$ cat src/rtl/serial_subtractor.sv
// Bit-serial unsigned subtractor (a - b), LSB first, one bit per clock.
// Define SERIAL_SUB_ADD_MODE_EN to add a `mode` input selecting add (1) or subtract (0).
//
// state   | meaning
// --------+---------------------------------------------------
// S_IDLE  | waiting for start; diff/borrow_out hold last result
// S_SHIFT | one difference bit per cycle, busy=1
// S_DONE  | result valid, done=1 for this single cycle
module serial_subtractor #(
  parameter int WIDTH = 8
) (
  input  logic             clk,
  input  logic             rst_n,
  input  logic             start,
  input  logic [WIDTH-1:0] a,
  input  logic [WIDTH-1:0] b,
`ifdef SERIAL_SUB_ADD_MODE_EN
  input  logic             mode,
`endif
  output logic [WIDTH-1:0] diff,
  output logic             borrow_out,
  output logic             busy,
  output logic             done
);

  localparam int CW = (WIDTH <= 2) ? 1 : $clog2(WIDTH);
  localparam logic [CW-1:0] LAST = CW'(WIDTH - 1);

  typedef enum logic [1:0] {
    S_IDLE  = 2'd0,
    S_SHIFT = 2'd1,
    S_DONE  = 2'd2
  } state_t;

  state_t           state_q, state_d;
  logic [WIDTH-1:0] a_q, a_d;
  logic [WIDTH-1:0] b_q, b_d;
  logic [WIDTH-1:0] diff_q, diff_d;
  logic             carry_q, carry_d;
  logic             bout_q, bout_d;
  logic [CW-1:0]    cnt_q, cnt_d;
`ifdef SERIAL_SUB_ADD_MODE_EN
  logic             mode_q, mode_d;
`endif

  logic x, y, c, d_bit, next_c;

  always_ff @(posedge clk or negedge rst_n) begin
    if (!rst_n) begin
      state_q <= S_IDLE;
      a_q     <= '0;
      b_q     <= '0;
      diff_q  <= '0;
      carry_q <= 1'b0;
      bout_q  <= 1'b0;
      cnt_q   <= '0;
`ifdef SERIAL_SUB_ADD_MODE_EN
      mode_q  <= 1'b0;
`endif
    end else begin
      state_q <= state_d;
      a_q     <= a_d;
      b_q     <= b_d;
      diff_q  <= diff_d;
      carry_q <= carry_d;
      bout_q  <= bout_d;
      cnt_q   <= cnt_d;
`ifdef SERIAL_SUB_ADD_MODE_EN
      mode_q  <= mode_d;
`endif
    end
  end

  // Full-subtractor (or full-adder in add mode) cell on the operand LSBs.
  always_comb begin
    x      = a_q[0];
    y      = b_q[0];
    c      = carry_q;
    d_bit  = x ^ y ^ c;
    next_c = (~x & y) | (~(x ^ y) & c);
`ifdef SERIAL_SUB_ADD_MODE_EN
    if (mode_q) begin
      next_c = (x & y) | (c & (x ^ y));
    end
`endif
  end

  always_comb begin
    state_d = state_q;
    a_d     = a_q;
    b_d     = b_q;
    diff_d  = diff_q;
    carry_d = carry_q;
    bout_d  = bout_q;
    cnt_d   = cnt_q;
`ifdef SERIAL_SUB_ADD_MODE_EN
    mode_d  = mode_q;
`endif
    case (state_q)
      S_IDLE: begin
        if (start) begin
          a_d     = a;
          b_d     = b;
          diff_d  = '0;
          carry_d = 1'b0;
          cnt_d   = '0;
`ifdef SERIAL_SUB_ADD_MODE_EN
          mode_d  = mode;
`endif
          state_d = S_SHIFT;
        end
      end
      S_SHIFT: begin
        a_d     = a_q >> 1;
        b_d     = b_q >> 1;
        diff_d  = {d_bit, diff_q[WIDTH-1:1]};
        carry_d = next_c;
        cnt_d   = cnt_q + 1'b1;
        if (cnt_q == LAST) begin
          bout_d  = next_c;
          state_d = S_DONE;
        end
      end
      S_DONE: begin
        state_d = S_IDLE;
      end
      default: begin
        state_d = S_IDLE;
      end
    endcase
  end

  assign diff       = diff_q;
  assign borrow_out = bout_q;
  assign busy       = (state_q == S_SHIFT);
  assign done       = (state_q == S_DONE);

endmodule

$ cat config.mk
export PLATFORM = sky130hd
export DESIGN_NAME = serial_subtractor
export DESIGN_NICKNAME = d
export VERILOG_FILES = /design/src/rtl/serial_subtractor.sv
export SDC_FILE = /design/constraint.sdc
export NUM_CORES = 1
export LEC_CHECK = 0
export BUFFER_PORTS_ARGS = -buffer_cell sky130_fd_sc_hd__clkbuf_2
export CAP_MARGIN = 20
export CORE_UTILIZATION = 56
export DETAILED_ROUTE_END_ITERATION = 8
export PLACE_DENSITY = 0.82
export SLEW_MARGIN = 0
export SYNTH_ARGS = -nofsm -noshare
export SYNTH_HDL_FRONTEND = slang
export SYNTH_SLANG_ARGS = --single-unit
$ cat constraint.sdc
create_clock -name clk -period 2 [get_ports clk]
set_input_delay 0 -clock clk [delete_from_list [all_inputs] [get_ports clk]]
set_output_delay 0 -clock clk [all_outputs]
set_load 0.03 [all_outputs]
==> flow_summary.yaml <==
floorplan:
  dieArea_um2: 2610
  core_um2: 2230
  dieHeight_um: 51.1
  rows: 17
  io_pins: 30
  initial_core_util_pct: 60.3
  die_x_um: 51.1
routing:
  wl_um: 2860
  drtPass1Iterations: 6
  wl_met1_um: 1210
  wl_met2_um: 1420
  postRouteAntennaNets: 0
  routed-wl-met3_um: 140
  drc_errors: 0
  highest_layer: "met4"
  drt_iter0_drc: 18
  vias: 1147
  vias_per_cell: 5.85
  wl_per_cell_um: 14.6
logic_synthesis:
  synth_edf_count: 0
  ys_warn_count: 0
  synth_flop_cell: "dfrtp_1"
  syn_area_um2: 1350
  yosysSeqAreaShare_pct: 57.6
  synth.area.mux_share_pct: 0
  synth-xor-area-share_pct: 0
  synth-simple-area-share_pct: 4.64
  synthCells: 124
  synth_top_family_by_area: "compound AO/OA/AOI/OAI gates"
  syn_area_per_cell_um2: 10.9
  syn-num-nets: 146
  synth_fa_ha_area_share_pct: 3.34
  synth_compound_area_share_pct: 28.2
  synth-async-reset-ratio_pct: 100
  synth-seq-cells: 31
  synth.distinct_cells: 19
cells_and_area:
  area_growth_pct: 25.0
  drive_gt1_share_pct: 22.0
  antenna_cells: 0
  design_area_um2: 1680
  utilization_pct: 75.4
  finalNetCount: 189
  fill_cells: 161
  fin_cells: 196
  multiInputGateArea_um2: 488
  layout_common_cells: "dfrtp_1, clkbuf_2, o22ai_1"
  layout_commonest_cell: "dfrtp_1"
  regArea_um2: 776
clock_tree:
  cts_buffers: 5
  clk_latency_ns: 0.33
  cts-root-buf: "clkbuf_4"
  tritoncts: "built"
  post_cts_buffers: 0
  clkTransAtPathRegs_ns: 0.09
  h-tree-depth: 2
  cts.sinks: 31
  clock_path_buffers: 2
power:
  switchingPower_uw: 1060
  internal_power_uw: 1480
  power_frac_seq_pct: 44.8
  combPwrFrac_pct: 42.1
  power.total_uw: 2540
  leakage_uw: 0.000790
  pwr-share-clk_pct: 13.1
  peakVddDrop_uv: 1010
  powerDensity_nw_per_um2: 1510
  p_sw_share_pct: 41.7
setup_path:
  max_stage_delay_ns: 0.47
  cp.arrival_ns: 1.58
  cp_data_required_time_ns: 2.00
  cp_max_fo: 17
  critPathSlowestCell: "dfrtp_1"
  path_cells: "nand2b_1 > buf_4 > inv_2 > clkbuf_2"
  cp-start-kind: "register"
  critical_path_class: "register to output port"
  r2r_slack_ns: 0.51
  worstSetupEndpointType: "output port"
global_routing:
  grt_pass1_vias: 1146
  antenna_found_initial: 0
  grt_pass1_wl_um: 4900
  grt_start_max_net_pins: 32
  grtUsageTotal_pct: 26.7
  grt.overflow.total: 0
sta:
  slew_viol_final: 0
  rsz0062_at_grt: "false"
  period_share_pct: 78.9
  relSlewSlack_pct: 43.3
  period_needed_ns: 1.58
  setup_viol_count_final: 0
  fmax_mhz: 634
  worst_slew_pin_slew_ns: 0.849
  setup_tns_ns: 0
  hold_violations: 0
  fin_skew_ns: 0.0112
flow_run:
  drv_cap: 0
place:
  placed_cells: 172
  io_buffers: 29
  hpwl_um: 1840
  gp_congestion: 0.795
  placed_area_um2: 1470
min_path:
  min_path_type: "input port to register"
status:
  status: "finished clean"
metal layers:
metal | vias up | track usage [%]
met5 | - | 0
met4 | 0 | 15.3
met3 | 12 | 6.55
met2 | 45 | 45.0
met1 | 539 | 30.7
li1 | 551 | -
final timing paths:
kind                                        startpoint                endpoint  cells after the start
worst max-delay path            state_q[1]$_DFFE_PN0P_                    busy                      4
worst min-delay path                              a[2]      a_q[2]$_DFFE_PN0P_                      3
worst max register to register  state_q[0]$_DFFE_PN0P_    cnt_q[2]$_DFFE_PN0P_                      2
worst min register to register  borrow_out$_DFFE_PN0P_  borrow_out$_DFFE_PN0P_                      2
max in group asynchronous                        rst_n    cnt_q[0]$_DFFE_PN0P_                      2
min in group asynchronous                        rst_n  state_q[0]$_DFFE_PN0P_                      2
critical path, delay by kind of cell (launching register included):
family | cells | cell delay, ns
buffers and inverters | 3 | 0.61
flip-flops | 1 | 0.47
AND/OR/NAND/NOR | 1 | 0.18
logic make-up after synthesis:
group | after synthesis
AO/OA/AOI/OAI | 61
buffers and inverters | 16
AND/OR/NAND/NOR | 13
adder cells (fa/ha/maj) | 3
flip-flops | 31
power groups by stage:
stage | sequential, uW | combinational, uW | clock [uW]
floorplan | 1240 | 703 | 0
global placement | 1130 | 996 | 0
detailed placement | 1150 | 1050 | 0
CTS | 1140 | 1070 | 341
global route | 1180 | 1190 | 362
finish | 1140 | 1070 | 332
state kept, by name (all words and copies together) (netlist names):
register,cells
borrow_out,1
a_q,8
b_q,8
state_q,2
cnt_q,3
c,1
diff,8
synthesized netlist by cell type (2+ instances only):
| library cell | count | area [um^2] |
|---|---|---|
| o22ai_1 | 28 | 175 |
| inv_1 | 5 | 18.8 |
| clkbuf_1 | 2 | 7.51 |
| ha_1 | 2 | 25.0 |
| dfrtp_1 | 31 | 776 |
| nor2b_1 | 2 | 12.5 |
| a22o_1 | 10 | 87.6 |
| nand2b_1 | 2 | 12.5 |
| buf_4 | 3 | 22.5 |
| nand2_1 | 5 | 18.8 |
| buf_2 | 4 | 20.0 |
| nor2_1 | 3 | 11.3 |
| a21oi_1 | 15 | 75.1 |
| o21ai_0 | 7 | 35.0 |
timing repair:
action | 4_1_cts | 5_1_grt
hold buffers | 16 | 0
gates resized for setup | 0 | 0
hold endpoints to repair | 46 | 0
stage by stage:
stage / setup slack (ns) / hold slack (ns)
after CTS: 0.423 / 0.00368
after floorplan: 0.801 / -0.296
after global placement: 0.614 / 0.0891
after detailed placement: 0.554 / 0.100
final: 0.422 / 0.00510
after global routing: 0.331 / 0.0312
layout make-up:
| class | instances | area share (%) |
|---|---|---|
| clock buffers | 7 | 2.67 |
| clock inverters | 1 | 0.297 |
| inverters | 6 | 1.34 |
| multi-input cells | 77 | 29.0 |
| flip-flops and latches | 31 | 46.1 |
| well taps | 28 | 2.08 |
| repair buffers | 46 | 18.6 |
No activity file was read; power rests on OpenSTA's default activity.
